[src/rtl/inv_mixcolumns_seq_if.sv]
// Handshake and data bundle for the sequential InvMixColumns block.
// master = upstream/downstream driver, slave = the InvMixColumns engine.
interface inv_mixcolumns_seq_if;
   logic         in_valid;
   logic         in_ready;
   logic [127:0] state_in;
   logic         mask1;
   logic         mask2;
   logic         out_valid;
   logic         out_ready;
   logic [127:0] state_out;

   modport master (
      output in_valid, state_in, mask1, mask2, out_ready,
      input  in_ready, out_valid, state_out
   );

   modport slave (
      input  in_valid, state_in, mask1, mask2, out_ready,
      output in_ready, out_valid, state_out
   );
endinterface

[src/rtl/inv_mixcolumns_seq.sv]
// Masked AES InvMixColumns, one column per cycle; out_valid 4 edges after accept.
// Single-entry: no new accept until the result has been taken (one state per 6 cycles).
module inv_mixcolumns_seq (
   input  logic                  clk,
   input  logic                  rst_n,
   inv_mixcolumns_seq_if.slave   bus
);

   typedef enum logic [1:0] {IDLE, BUSY, DONE} fsm_e;

   fsm_e         fsm_q, fsm_d;
   logic [1:0]   col_q, col_d;
   logic [127:0] work_q, work_d;
   logic         m1_q, m1_d;
   logic         m2_q, m2_d;

   logic [31:0]  col_in;
   logic [31:0]  col_out;
   logic [31:0]  t0, t1, t2, t3;
   logic [7:0]   mask_b;

   function automatic logic [7:0] xt(input logic [7:0] v);
      return {v[6:0], 1'b0} ^ (8'h1b & {8{v[7]}});
   endfunction

   // Returns {0e*a, 0b*a, 0d*a, 09*a} built from a shared xtime chain.
   function automatic logic [31:0] mults(input logic [7:0] a);
      logic [7:0] x2, x4, x8;
      x2 = xt(a);
      x4 = xt(x2);
      x8 = xt(x4);
      return {x8 ^ x4 ^ x2, x8 ^ x2 ^ a, x8 ^ x4 ^ a, x8 ^ a};
   endfunction

   // Each half-sum carries the mask once, so it cancels in the final XOR.
   function automatic logic [7:0] comb4(input logic [7:0] e, input logic [7:0] b,
                                        input logic [7:0] d, input logic [7:0] n,
                                        input logic [7:0] mk);
      return (e ^ b ^ mk) ^ (d ^ n ^ mk);
   endfunction

   assign mask_b = {m1_q, m2_q, m1_q, m2_q, m2_q, m1_q, m1_q, m1_q};

   always_comb begin
      col_in = work_q[127:96];
      case (col_q)
         2'd0: col_in = work_q[127:96];
         2'd1: col_in = work_q[95:64];
         2'd2: col_in = work_q[63:32];
         2'd3: col_in = work_q[31:0];
         default: col_in = work_q[127:96];
      endcase
   end

   assign t0 = mults(col_in[31:24]);
   assign t1 = mults(col_in[23:16]);
   assign t2 = mults(col_in[15:8]);
   assign t3 = mults(col_in[7:0]);

   assign col_out = {comb4(t0[31:24], t1[23:16], t2[15:8], t3[7:0], mask_b),
                     comb4(t1[31:24], t2[23:16], t3[15:8], t0[7:0], mask_b),
                     comb4(t2[31:24], t3[23:16], t0[15:8], t1[7:0], mask_b),
                     comb4(t3[31:24], t0[23:16], t1[15:8], t2[7:0], mask_b)};

   always_comb begin
      fsm_d  = fsm_q;
      col_d  = col_q;
      work_d = work_q;
      m1_d   = m1_q;
      m2_d   = m2_q;
      case (fsm_q)
         IDLE: begin
            if (bus.in_valid) begin
               work_d = bus.state_in;
               m1_d   = bus.mask1;
               m2_d   = bus.mask2;
               col_d  = 2'd0;
               fsm_d  = BUSY;
            end
         end
         BUSY: begin
            case (col_q)
               2'd0: work_d[127:96] = col_out;
               2'd1: work_d[95:64]  = col_out;
               2'd2: work_d[63:32]  = col_out;
               2'd3: work_d[31:0]   = col_out;
               default: work_d = work_q;
            endcase
            col_d = col_q + 2'd1;
            if (col_q == 2'd3) begin
               fsm_d = DONE;
            end
         end
         DONE: begin
            if (bus.out_ready) begin
               fsm_d = IDLE;
            end
         end
         default: fsm_d = IDLE;
      endcase
   end

   always_ff @(posedge clk or negedge rst_n) begin
      if (!rst_n) begin
         fsm_q  <= IDLE;
         col_q  <= 2'd0;
         work_q <= 128'd0;
         m1_q   <= 1'b0;
         m2_q   <= 1'b0;
      end else begin
         fsm_q  <= fsm_d;
         col_q  <= col_d;
         work_q <= work_d;
         m1_q   <= m1_d;
         m2_q   <= m2_d;
      end
   end

   assign bus.in_ready  = (fsm_q == IDLE);
   assign bus.out_valid = (fsm_q == DONE);
   assign bus.state_out = work_q;

endmodule

[src/flat_wrapper.sv]
// flat-port wrapper written by rule: the top's interface ports become plain ports
module inv_mixcolumns_seq_flat 
  (clk, rst_n, bus_in_valid, bus_state_in, bus_mask1, bus_mask2, bus_out_ready, bus_in_ready, bus_out_valid, bus_state_out);
  inv_mixcolumns_seq_if bus_i ();
  input  logic clk;
  input  logic rst_n;
  input wire logic [$bits(bus_i.in_valid)-1:0] bus_in_valid;
  input wire logic [$bits(bus_i.state_in)-1:0] bus_state_in;
  input wire logic [$bits(bus_i.mask1)-1:0] bus_mask1;
  input wire logic [$bits(bus_i.mask2)-1:0] bus_mask2;
  input wire logic [$bits(bus_i.out_ready)-1:0] bus_out_ready;
  output wire logic [$bits(bus_i.in_ready)-1:0] bus_in_ready;
  output wire logic [$bits(bus_i.out_valid)-1:0] bus_out_valid;
  output wire logic [$bits(bus_i.state_out)-1:0] bus_state_out;
  assign bus_i.in_valid = bus_in_valid;
  assign bus_i.state_in = bus_state_in;
  assign bus_i.mask1 = bus_mask1;
  assign bus_i.mask2 = bus_mask2;
  assign bus_i.out_ready = bus_out_ready;
  assign bus_in_ready = bus_i.in_ready;
  assign bus_out_valid = bus_i.out_valid;
  assign bus_state_out = bus_i.state_out;
  inv_mixcolumns_seq u_core (.clk(clk), .rst_n(rst_n), .bus(bus_i));
endmodule
[config.mk]
export PLATFORM = sky130hd
export DESIGN_NAME = inv_mixcolumns_seq_flat
export DESIGN_NICKNAME = d
export VERILOG_FILES = /design/src/rtl/inv_mixcolumns_seq_if.sv /design/src/rtl/inv_mixcolumns_seq.sv /design/src/flat_wrapper.sv
export SDC_FILE = /design/constraint.sdc
export NUM_CORES = 1
export LEC_CHECK = 0
export CORE_ASPECT_RATIO = 0.8
export CORE_MARGIN = 4
export CORE_UTILIZATION = 50
export CTS_CLUSTER_DIAMETER = 60
export CTS_CLUSTER_SIZE = 24
export DETAILED_ROUTE_END_ITERATION = 6
export HOLD_SLACK_MARGIN = 0.08
export PLACE_DENSITY = 0.83
export SLEW_MARGIN = 20
export SYNTH_ARGS = -nofsm -noshare
export SYNTH_HDL_FRONTEND = slang
export SYNTH_SLANG_ARGS = --single-unit
[constraint.sdc]
create_clock -name clk -period 4.1 [get_ports clk]
set_input_delay 0.41 -clock clk [delete_from_list [all_inputs] [get_ports clk]]
set_output_delay 0.41 -clock clk [all_outputs]
set_load 0.05 [all_outputs]
Yosys cells after proc, flatten, opt, wreduce, memory -nomap -nowiden
Index checks and enable logic that the tools add are counted.
Storage, ports and cells
  input bits: 134
  word-level logic and storage cells: 99
  output and inout port bits: 130
  register bits after elaboration: 134
Cells by class
  reductions and logical operators: 10
  add/sub/neg operators: 1
  bitwise operators: 56
  equal/unequal tests: 11
  mux-type cells: 13
Operators by type and width (number)
  8-bit XOR: 44
  128-bit one-hot mux with 2 select lines: 1
  128-bit 2-to-1 mux: 1
  32-bit 2-to-1 mux: 4
  32-bit one-hot mux with 4 select lines: 1
  8-bit by 5-bit XOR with 8-bit output: 12
  3-bit AND reduction: 5
  2-bit != test, second input constant: 5
  2-bit 2-to-1 mux: 4
  2-bit == test, second input constant: 3
  2-bit one-hot mux with 3 select lines: 1
  2-bit by 1-bit == test with 1-bit output, second input constant: 2
  2-bit zero test: 2
  2-bit one-hot mux with 2 select lines: 1
  2-bit AND reduction: 2
  2-bit by 1-bit adder with 2-bit output, second input constant: 1
  2-bit by 1-bit != test with 1-bit output, second input constant: 1
  2-bit nonzero test: 1

Longest topological paths before layout
Gate-level depths: netlist of run 1.
  word-level depth: 12
  depth in mapped cells: 14
  gate-level depth less buffers: 10

Worst setup path after synthesis of run 1
OpenSTA, ideal clock, no wires.
  kind: reg2reg
  start: register u_core.col_q[0]
  end: register u_core.work_q[108] (netlist: u_core.bus.state_out[108])
  slack: 0.616 ns
  cell stages (with the launch flop): 12
  arrival: 3.351 ns
  buffers on the path: 2
  cell sequence: dfrtp_1 -> inv_1 -> ha_1 -> buf_2 -> buf_2 -> a222oi_1 -> xor2_1 -> a21oi_2 -> xor2_1 -> xnor3_2 -> xnor2_1 -> o22ai_1
Between the ends
  cells in the longest elaborated chain, start to end: 12
  elaborated cells on any way between the ends: 33
  those cells by class: 4 x eq/ne; 3 x mux; 24 x bitwise; 2 x reduce/logical
RTL lines
  from (decl): RTL line inv_mixcolumns_seq.sv:12  | logic [1:0] col_q, col_d;
  from (signal assigned): RTL line inv_mixcolumns_seq.sv:112  | col_q <= col_d;
  2-bit == test, or another cell as far along: RTL line inv_mixcolumns_seq.sv:46  | case (col_q)
  32-bit one-hot mux with 4 select lines: RTL line inv_mixcolumns_seq.sv:46
  8-bit by 5-bit XOR with 8-bit output (3 in a row): RTL line inv_mixcolumns_seq.sv:23  | return {v[6:0], 1'b0} ^ (8'h1b & {8{v[7]}});
  8-bit XOR (2 in a row): RTL line inv_mixcolumns_seq.sv:32  | return {x8 ^ x4 ^ x2, x8 ^ x2 ^ a, x8 ^ x4 ^ a, x8 ^ a};
  8-bit XOR (3 in a row): RTL line inv_mixcolumns_seq.sv:39  | return (e ^ b ^ mk) ^ (d ^ n ^ mk);
  32-bit 2-to-1 mux: RTL line inv_mixcolumns_seq.sv:82  | case (col_q)
  128-bit one-hot mux with 2 select lines: RTL line inv_mixcolumns_seq.sv:71  | case (fsm_q)
  to (signal assigned): RTL line inv_mixcolumns_seq.sv:113  | work_q <= work_d;
  to (decl): RTL line inv_mixcolumns_seq.sv:13  | logic [127:0] work_q, work_d;
Parallel ways exist; a longest one is shown, timed or not. The select of a mux whose other input is x is not followed.
A chain may end at the register's enable or synchronous reset.

Final worst setup path of run 1
  start: register u_core.col_q[0]
  end: register u_core.work_q[59] (netlist: u_core.bus.state_out[59])
Between the ends
  cells in the longest elaborated chain, start to end: 12
  elaborated cells on any way between the ends: 33
  those cells by class: 4 x eq/ne; 3 x mux; 24 x bitwise; 2 x reduce/logical
RTL lines (RTL line)
  2-bit == test, or another cell as far along: inv_mixcolumns_seq.sv:46
  32-bit one-hot mux with 4 select lines: inv_mixcolumns_seq.sv:46
  8-bit by 5-bit XOR with 8-bit output (3 in a row): inv_mixcolumns_seq.sv:23
  8-bit XOR (2 in a row): inv_mixcolumns_seq.sv:32
  8-bit XOR (3 in a row): inv_mixcolumns_seq.sv:39
  32-bit 2-to-1 mux: inv_mixcolumns_seq.sv:82
  128-bit one-hot mux with 2 select lines: inv_mixcolumns_seq.sv:71
Parallel ways exist; a longest one is shown, timed or not. The select of a mux whose other input is x is not followed.

==> flow_metrics.tcl, run 1 <==
set metrics [dict create \
    dp_cells 1624 \
    dieArea_um2 21660 \
    final_area_um2 13540 \
    drc 6 \
    grt_pass1_wl_mm 58.61 \
    clk_latency_ns 0.44 \
    cts_tree "yes" \
    synth_common_cells "xnor2_1, nor2_1, dfrtp_1" \
    cts_hold_buf 0 \
    numCtsBuffers 17 \
    violations "DRC" \
    dr.pass1.iters 7 \
    cts_setup_buffers 0 \
    antenna_found_initial 0 \
    path_class "flop to flop" \
    fmax_ghz 0.2563 \
    worst-r2r-cell-count 12 \
    clockBufferDepth 2 \
    globalplace.congestion 1.011 \
    drt-total-wl_mm 38.78 \
    whs_ns 0.08834 \
    vias 9866 \
    place_area_um2 12970 \
    clkSlewWorstSetupHoldPaths_ns 0.07 \
    ioPinCount 264 \
    yosys.cell_types.count 50 \
    yosys-top-cells-area "dfrtp_1, xnor2_1, nor2_1" \
    maxSlewHeadroom_pct 38.91 \
    port_buffers 261 \
    crit_cells 12 \
    cp-end-kind "flop" \
    cp_max_fo 21 \
    fp.dieW_um 163.5 \
    grt_use_total_pct 35.41 \
    die_h_um 132.4 \
    root_buffer "clkbuf_16" \
    critPathBufInv 3 \
    drtIter0Drc 1200 \
    grt_max_degree 69 \
    synth_top_area_share_pct 34.13 \
    avgRoutedWirePerCell_um 23.43 \
    crit_slowest_cell "xnor3_1" \
    stdcell_count 1655 \
    worst_pin_slew_ns 0.9164 \
    syn_nets 1242 \
    min_path_type "input port to asynchronous set/reset pin" \
    netlist.top_cell.by_area "dfrtp_1" \
    vias_per_cell 5.961 \
    synthFlopType "dfrtp_1" \
    fin_setup_tns_ns 0 \
    grt_pass1_vias 9762 \
    synthCells 1104 \
    num-nets-final 1523 \
    crit_top_cell "xnor2_1" \
    drive_above_1_share_pct 10.74 \
    timing_max_transition_violations_final 0 \
    seq_area_frac_synth_pct 34.13 \
    path_delay_family "XOR/XNOR gates" \
    ant_nets 0 \
    finalCriticalPeriod_ns 3.902 \
    grt_overflow_total 0 \
    hold_viol 0 \
    maxCapViolCount 0 \
    synth-seq-cells 132 \
    synth_edf_count 0 \
    synth.most_common_cell "xnor2_1" \
    antenna_cells 0 \
    start_kind "flop" \
    period_share_pct 95.18 \
    start_util_pct 51.00 \
    synth_area_um2 9677 \
    syn_area_per_cell_um2 8.765 \
    hpwl_mm 29.57 \
    ys_warn_count 0 \
    crit_chain "inv_1, ha_1, buf_4, a222oi_1, buf_4, xnor2_1, xnor2_1, xnor2_1, a221oi_4, xnor3_1, xnor2_1, o22ai_1" \
    core.rowCount 45 \
    rsz0062_at_grt "no" \
    cts_num_sinks 132 \
    area_delta_synth_final_pct 39.90 \
    worst_path_largest_cell_delay_ns 0.54 \
    cts_max_level 4 \
    required_ns 4.39 \
    cp.arrival_ns 4.20 \
    setup_viol 0 \
    core-area_um2 18970 \
    skew_ns 0.01365 \
    synthArstFlopShare_pct 100.0 \
    status "finished with violations" \
]
-- registers in the layout (all words and copies together) (netlist names) --
| signal | flops |
|---|---|
| u_core.fsm_q | 2 |
| u_core.col_q | 2 |
| u_core.bus.state_out | 128 |
-- cell families after synthesis --
| kind of cell | after synthesis | synth area share (%) |
|---|---|---|
| fa+ha+maj | 4 | 0.5172 |
| mux | 15 | 1.707 |
| flops | 132 | 34.14 |
| compound gates | 334 | 22.19 |
| simple gates | 277 | 11.46 |
| buf+inv | 99 | 4.422 |
| xor+xnor | 243 | 25.58 |
-- layer usage --
layer  GRT usage [%]  share of wire [%]
met2           53.71                 45
met1           51.51                 42
met5               0                  0
met3           8.253                 11
met4           8.943                1.9
-- final cells by class --
type,instances,area [um2]
Clock buffer,18,439.2
Tap cell,258,322.8
Sequential cell,132,3303
Multi-Input combinational cell,873,5988
Fill cell,1532,5436
Inverter,10,37.54
Clock inverter,13,123.9
Timing Repair Buffer,351,3323
-- metrics by stage --
step	worst slack (ns)	util, %
after floorplan	0.6163	-
after global placement	0.4410	68.34
after detailed placement	0.3375	68.34
after CTS	0.3179	71.31
after global routing	0.04814	71.35
final	0.1977	71.35
-- what timing repair did --
item                                    4_1_cts  5_1_grt
endpoints found under the setup margin        0        1
hold endpoints to repair                      0        0
gates resized for setup                       0        1
-- cells in the final DEF (no fill, tap or decap), types with 10 or more instances in the layout --
| cell type | n |
|---|---|
| clkdlybuf4s50_1 | 260 |
| xnor2_1 | 161 |
| nor2_1 | 137 |
| dfrtp_1 | 132 |
| nand2_1 | 110 |
| a21oi_1 | 96 |
| o21ai_0 | 89 |
| buf_4 | 88 |
| xor2_1 | 55 |
| a222oi_1 | 25 |
| o22ai_1 | 23 |
| a31oi_1 | 20 |
| o31ai_1 | 19 |
| xnor3_1 | 17 |
| clkbuf_16 | 17 |
| a221oi_1 | 13 |
| mux2i_1 | 12 |
| a21boi_0 | 10 |
-- worst paths after layout --
path,from,endpoint,slack [ns]
max,u_core.col_q[0],u_core.bus.state_out[59],0.20
min,rst_n,u_core.bus.state_out[58],0.09
max reg2reg,u_core.col_q[0],u_core.bus.state_out[59],0.20
min reg2reg,u_core.bus.state_out[70],u_core.bus.state_out[70],0.51
max in group asynchronous,rst_n,u_core.bus.state_out[110],3.14
min in group clk,u_core.bus.state_out[70],u_core.bus.state_out[70],0.51
Power of run 1 is left out: the tool's default activity adds up to more than one toggle a clock period on the data nets, which glitch-free logic cannot reach.
==> run 2, diff against run 1 <==
Settings changed: GPL_TIMING_DRIVEN set to 0.
==> run 2 against run 1 <==
The run ends with DRC, setup timing left. Worst setup slack worse by 0.22 ns. Utilization up 1.0 points. Sequential share of layout area is 0.35 points lower. Clock-buffer cell count unchanged. Non-clock buffer count grew 30. Worst hold slack improved by 0.40 ns. Critical endpoint is now u_core.bus.state_out[4]. Wire length increased by 25%. Highest routed layer is now met5. Die area unchanged. Sequential cell count did not move. First-iteration DRC count up 54%.
==> flow_metrics.tcl, run 2 (synthesis gave the netlist of run 1 again) <==
set metrics [dict create \
    die_h_um 132.4 \
    cts_max_level 4 \
    fmax_ghz 0.2423 \
    crit_chain "ha_1, buf_4, buf_2, buf_2, a222oi_1, buf_4, xor2_1, a21oi_2, xnor2_1, xnor2_1, xnor2_1, xnor2_1, a31oi_1" \
    maxCapViolCount 0 \
    crit_top_cell "xnor2_1" \
    antenna_cells 0 \
    cts_tree "yes" \
    grt_pass1_vias 10890 \
    port_buffers 261 \
    status "finished with violations" \
    globalplace.congestion 1.088 \
    cts_num_sinks 132 \
    timing_max_transition_violations_final 0 \
    fill_cells 1439 \
    rsz0062_at_grt "yes" \
    hpwl_mm 36.12 \
    layout_common_cells "clkdlybuf4s50_1, xnor2_1, nor2_1" \
    fin_setup_tns_ns -0.07745 \
    path_class "flop to flop" \
    cp.arrival_ns 4.37 \
    avgRoutedWirePerCell_um 28.87 \
    clk_latency_ns 0.44 \
    drtIter0Drc 1842 \
    vias_per_cell 6.555 \
    vias 11050 \
    multi_input_area_um2 6136 \
    regArea_um2 3303 \
    start_util_pct 51.00 \
    dr.pass1.iters 7 \
    maxSlewHeadroom_pct 22.40 \
    fp.dieW_um 163.5 \
    area_delta_synth_final_pct 41.96 \
    drt-total-wl_mm 48.64 \
    root_buffer "clkbuf_16" \
    worst_slack_ns -0.02723 \
    cp_max_fo 10 \
    whs_ns 0.4840 \
    r2r_slack_ns -0.03 \
    finalCriticalPeriod_ns 4.127 \
    largest_reg_flops 128 \
    final_common_cell "clkdlybuf4s50_1" \
    drive_above_1_share_pct 10.02 \
    num-nets-final 1553 \
    worst_path_largest_cell_delay_ns 0.50 \
    start_kind "flop" \
    antenna_found_initial 1 \
    worst_pin_slew_ns 1.164 \
    cp-end-kind "flop" \
    clkSlewWorstSetupHoldPaths_ns 0.07 \
    core-area_um2 18970 \
    crit_slowest_cell "xnor2_1" \
    required_ns 4.34 \
    ant_nets 0 \
    stdcell_count 1685 \
    grt_max_degree 72 \
    grt_overflow_total 0 \
    violations "DRC, setup timing" \
    min_path_type "input port to asynchronous set/reset pin" \
    hold_viol 0 \
    setup_viol 4 \
    ioPinCount 264 \
    drc 5 \
    skew_ns 0.01181 \
    period_share_pct 100.7 \
    grt_use_total_pct 44.19 \
    dp_cells 1627 \
    numCtsBuffers 17 \
    grt_pass1_wl_mm 70.03 \
    dieArea_um2 21660 \
    core.rowCount 45 \
    clockBufferDepth 2 \
]
run 2: path summary, 6_finish.rpt:
kind,start,depth (start not counted),endpoint
max,u_core.col_q[0],13,u_core.bus.state_out[4]
min,rst_n,2,u_core.bus.state_out[58]
max reg2reg,u_core.col_q[0],13,u_core.bus.state_out[4]
min reg2reg,u_core.bus.state_out[42],2,u_core.bus.state_out[42]
max in group asynchronous,rst_n,3,u_core.bus.state_out[25]
min in group clk,u_core.bus.state_out[42],2,u_core.bus.state_out[42]
run 2: per-stage QoR:
step	worst slack (ns)	cell area (um2)	util, %
2_1_floorplan	0.6163	9677	-
3_3_place_gp	-2.607	12610	66.47
3_5_place_dp	-1.296	12660	66.72
4_1_cts	0.002753	13530	71.33
5_1_grt	-0.03638	13740	72.40
6_report	-0.02723	13740	72.40
run 2: repair_timing:
action / 4_1_cts / 5_1_grt
endpoints found under the hold margin: 61 / 0
setup buffers: 14 / 12
endpoints found under the setup margin: 128 / 82
gates resized for setup: 30 / 27
hold buffers: 1 / 0
pin swaps: 7 / 7
run 2: cell type report:
cell class              instances  share of cell area, %
flip-flops and latches        132                  24.05
multi-input cells             873                  44.67
clock buffers                  18                  3.124
repair buffers                292                  20.86
inverters                      10                 0.2732
clock inverters                13                  1.612
well taps                     258                  2.350
plain buffers                  89                  3.069
run 2: worst max-delay path, delay by kind of cell, from the launching register on:
family / cells / cell delay [ns]
AO/OA/AOI/OAI: 3 / 0.86
XOR/XNOR: 5 / 1.17
adder cells (fa/ha/maj): 1 / 0.19
buffers and inverters: 4 / 1.26
flip-flops: 1 / 0.43
run 2: routing by layer:
layer / wire [um] / share of wire (%) / vias to the layer above / GRT usage (%)
li1: - / - / 4466 / -
met1: 18200 / 37 / 5269 / 60.18
met2: 19860 / 41 / 1079 / 62.12
met3: 7832 / 16 / 229 / 17.60
met4: 2696 / 5.5 / 2 / 19.66
met5: 55 / 0.11 / - / 0
Power of run 2 is left out for the same reason.
==> edit 1 (settings of run 1) <==
The 3 states of `fsm_e` get a one-hot encoding in 3 bits.
--- a/src/rtl/inv_mixcolumns_seq.sv
+++ b/src/rtl/inv_mixcolumns_seq.sv
@@ -6,7 +6,7 @@
    inv_mixcolumns_seq_if.slave   bus
 );
 
-   typedef enum logic [1:0] {IDLE, BUSY, DONE} fsm_e;
+   typedef enum logic [2:0] {IDLE = 3'b001, BUSY = 3'b010, DONE = 3'b100} fsm_e;
 
    fsm_e         fsm_q, fsm_d;
    logic [1:0]   col_q, col_d;
Behaviour: same outputs for any inputs over 4 cycles, from zero or initial values and one cycle with rst_n low; so few cycles prove little.
==> edit 1 against run 1 <==
Die area fell by 0.78%; critical path depth fell by 2; via count rose by 1.6%; count of clock-buffer cells in the layout did not move; cell area fell by 1.8%; worst setup slack improved by 0.014 ns; routed wire length rose by 1.0%; area after synthesis fell by 0.83%; final cell count fell by 0.66%; non-clock buffer count fell by 20; sequential cell count rose by 1.
Power is not shown: default switching activity piles up to over one toggle a cycle in this logic, so the estimate is an artifact.
==> edit 1: results (changes against run 1) <==
status=finished clean; Worst path slowest cell=a222oi_1; RR Endpoint=u_core.bus.state_out[20]; crit-path max FO=26 (+24%); share of cells above drive strength 1=0.0873 (-0.0201); GPL Wtd Cong=1.01 (+0.11%); Synthesized Nets=1258 (+1.3%); DRT Wirelength=39200 µm (+1.0%); sequential area share after synthesis=0.347 (+0.00559); nets@finish=1511 (-0.79%); Yosys cell types=41 (-18%); total track usage=0.360 (+0.00562); Vias/cell=6.10 (+2.3%); Initial DRC Count=1541 (+28%); Slew headroom=0.406 (+0.0171); synth cell count leaders=xnor2_1 (180), dfrtp_1 (132), nor2_1 (131); CP max stage delay=0.69 ns (+0.15 ns); via count=10000 (+1.6%); largest net degree at the start of global routing=64 (-7.2%); Clock H-tree levels=4 (unchanged); Reg2Reg Depth=10 (-2); Avg Cell Area, Syn=8.57 µm² (-2.2%); dpl hpwl=29500 µm (-0.15%); ranking of synthesized cells by area=dfrtp_1 (34%), xnor2_1 (16%), xor2_1 (7.2%), a21oi_1 (5.5%), nor2_1 (5.1%); Fin Clk Skew=0.00829 ns (-0.00536 ns)
==> edit 1: metrics by stage <==
step	hold slack (ns)	setup slack, ns	area (µm²)
after floorplan	0.114	0.759	9600
after global placement	0.484	0.314	12700
after detailed placement	0.494	0.254	12700
after CTS	0.0868	0.244	13300
after global routing	0.123	0.0457	13300
final	0.0601	0.211	13300
==> edit 1: cells by family (layout without fill, tap and decap cells) <==
family	Yosys count	after routing	synth area share
AO/OA/AOI/OAI	324	324	0.207
XOR/XNOR	277	277	0.279
adder cells (fa/ha/maj)	4	4	0.00522
buffers and inverters	105	371	0.0430
flip-flops	133	133	0.347
multiplexers	13	13	0.0137
AND/OR/NAND/NOR	264	264	0.106
==> edit 1: area by class of cell <==
type	instances	area (µm²)
well taps	258	323
inverters	8	30.0
clock inverters	14	141
fillers	1457	5620
multi-input cells	882	5880
flip-flops and latches	133	3330
clock buffers	18	429
repair buffers	331	3160
==> edit 1: worst max-delay path by stage <==
stage / from / end / slack [ns]
after floorplan: u_core.col_q[0] / u_core.bus.state_out[116] / 0.76
after global placement: u_core.col_q[0] / u_core.bus.state_out[125] / 0.31
after detailed placement: u_core.col_q[0] / u_core.bus.state_out[61] / 0.25
after CTS: u_core.col_q[0] / u_core.bus.state_out[61] / 0.24
after global routing: u_core.col_q[0] / u_core.bus.state_out[20] / 0.05
final: u_core.col_q[0] / u_core.bus.state_out[20] / 0.21
==> edit 1: worst reg2reg max path, delay by kind of cell, from the launching register on <==
| kind | cells | cell delay [ns] |
|---|---|---|
| buf+inv | 1 | 0.25 |
| xor+xnor | 5 | 1.69 |
| compound gates | 3 | 1.14 |
| flops | 1 | 0.43 |
| fa+ha+maj | 1 | 0.24 |
==> edit 1: per-layer routing <==
layer | global-route usage | vias to the layer above | wire length (µm)
li1 | - | 4369 | -
met3 | 0.0972 | 102 | 5140
met2 | 0.559 | 781 | 17600
met1 | 0.495 | 4775 | 15200
met5 | 0 | - | 0
met4 | 0.106 | 0 | 1270
==> edit 2 (config.mk and constraints of run 1) <==
Without the edit above. Reset style: synchronous (`rst_n`), changed in one clocked block.
--- a/src/rtl/inv_mixcolumns_seq.sv
+++ b/src/rtl/inv_mixcolumns_seq.sv
@@ -100,7 +100,7 @@
       endcase
    end
 
-   always_ff @(posedge clk or negedge rst_n) begin
+   always_ff @(posedge clk) begin
       if (!rst_n) begin
          fsm_q  <= IDLE;
          col_q  <= 2'd0;
Formal check against the unedited RTL: differs if rst_n is asserted again (counterexample within 4 cycles, from zero or initial values and one cycle with rst_n low); with rst_n held inactive, the same outputs for 4 cycles.
==> edit 2 against run 1 <==
Global-route usage rose by 2.3 points; cell area fell by 4.6%; routed wire length rose by 1.6%; sequential share of layout area fell by 3.9 points; sequential cell count did not move; worst setup slack got worse by 0.0036 ns; worst hold slack improved by 0.40 ns; die area fell by 6.0%; area after synthesis fell by 6.4%; largest cell class unchanged.
==> edit 2: results (changes against run 1) <==
status=finished clean; metal2 WL=17700 µm (+2.1%); max FFs per register=128 (unchanged); met1 Usage GRT=0.496 (-0.0189); top sig layer=met4; IO buf count=261 (unchanged); HP Start=u_core.bus.state_out[46]; dpl cell area=0.0123 mm² (-5.0%); global-route wire length before repair=58300 µm (-0.49%); Worst Hold Endpoint=u_core.bus.state_out[46]; initial antenna violation count=0 (unchanged); Clock H-tree levels=4 (unchanged); Reg2Reg Depth=13 (+1); postcts setup bufs=0 (unchanged); Initial DRC Count=1503 (+25%); synth cell count leaders=xnor2_1 (175), dfxtp_1 (132), nand2_1 (126); Synthesized Nets=1274 (+2.6%); global-route met3 utilization=0.0820 (-0.000484); hold path depth=2; Worst VDD drop=between 600 and 700 µV; Vias/cell=6.21 (+4.2%); Fillers=1368 (-11%); crit-path max FO=33 (+57%); post_cts resized=0 (unchanged); dpl hpwl=28800 µm (-2.5%); worst r2r src=u_core.col_q[0]; sequential area share after synthesis=0.292 (-0.0496); met3 wire len=4230 µm (-0.75%); GPL Wtd Cong=0.998 (-1.3%); family with the most delay on the worst path=XOR/XNOR gates; Clk Latency, worst-skew pair=0.43 ns; Antenna Cells=0 (unchanged); Avg Cell Area, Syn=7.97 µm² (-9.0%); CTS Buf Count=17 (unchanged); DRT Wirelength=39400 µm (+1.6%); Post-synth ARST share=0 (-1.00); Max Freq=256 MHz (about the same); ranking of synthesized cells by area=dfxtp_1 (29%), xnor2_1 (17%), o21ai_0 (6.7%), xor2_1 (6.7%), a21oi_1 (6.1%); Hold Crit Class=reg2reg; total track usage=0.377 (+0.0228); M1 WL=15600 µm (-5.0%); largest net degree at the start of global routing=81 (+17%); number of global-route vias before repair=9657 (-1.1%); Worst Max-Slew Pin Slew=1.08 ns (+0.168 ns); Yosys cell types=41 (-18%); clock root cell=clkbuf_16; WHS=0.487 ns (+0.398 ns); share of cells above drive strength 1=0.0994 (-0.00801); Setup WS pre-CTS=0.379 ns (+0.0418 ns); Fin Clk Skew=0.0152 ns (+0.00151 ns); Post-synth top flop=dfxtp_1; met2 usage=0.604 (+0.0669); nets@finish=1534 (+0.72%); RR Endpoint=u_core.bus.state_out[43]; Finished Layout Cells=1634 (-1.3%)
[edit 2: cell types whose count changed after synthesis, moves of 28 or more]
cell,run 1,this run
dfrtp_1,132,0
o21ai_0,89,121
clkbuf_1,62,90
dfxtp_1,0,132
a31oi_1,20,70
nor2_1,138,60
[edit 2: where the power goes]
| part | internal (W) | leakage, nW | switching, W |
|---|---|---|---|
| logic | 0.00448 | 3.52 | 0.00570 |
| clock network | 0.000863 | 0.280 | 0.000697 |
| registers | 0.00161 | 1.09 | 0.000485 |
| total | 0.00695 | 4.90 | 0.00688 |
[edit 2: layout make-up]
cell class                      instances  area, µm²  area share
Clock buffer                           17        425      0.0330
Clock inverter                         15        164      0.0127
Inverter                                8       30.0     0.00233
Multi-Input combinational cell        887       6030       0.467
Sequential cell                       132       2640       0.205
Tap cell                              225        282      0.0218
Timing Repair Buffer                  350       3340       0.259
[edit 2: logic make-up (layout without fill, tap and decap cells)]
| group | count (synthesis) | after routing | share of synthesized area |
|---|---|---|---|
| buffers and inverters | 117 | 390 | 0.0492 |
| DFF | 132 | 132 | 0.292 |
| AOI/OAI and AO/OA | 383 | 383 | 0.250 |
| xor gates and xnor gates | 264 | 264 | 0.286 |
| muxes | 13 | 13 | 0.0155 |
| and+or+nand+nor | 223 | 223 | 0.102 |
| adders and majority gates | 4 | 4 | 0.00553 |
[edit 2: how the worst max path moves through the flow]
stage | end | depth (start not counted) | from
floorplan | u_core.bus.state_out[68] | 9 | u_core.col_q[0]
global placement | u_core.bus.state_out[11] | 13 | u_core.col_q[0]
detailed placement | u_core.bus.state_out[11] | 13 | u_core.col_q[0]
CTS | u_core.bus.state_out[43] | 13 | u_core.col_q[0]
global route | u_core.bus.state_out[11] | 13 | u_core.col_q[0]
finish | u_core.bus.state_out[43] | 13 | u_core.col_q[0]
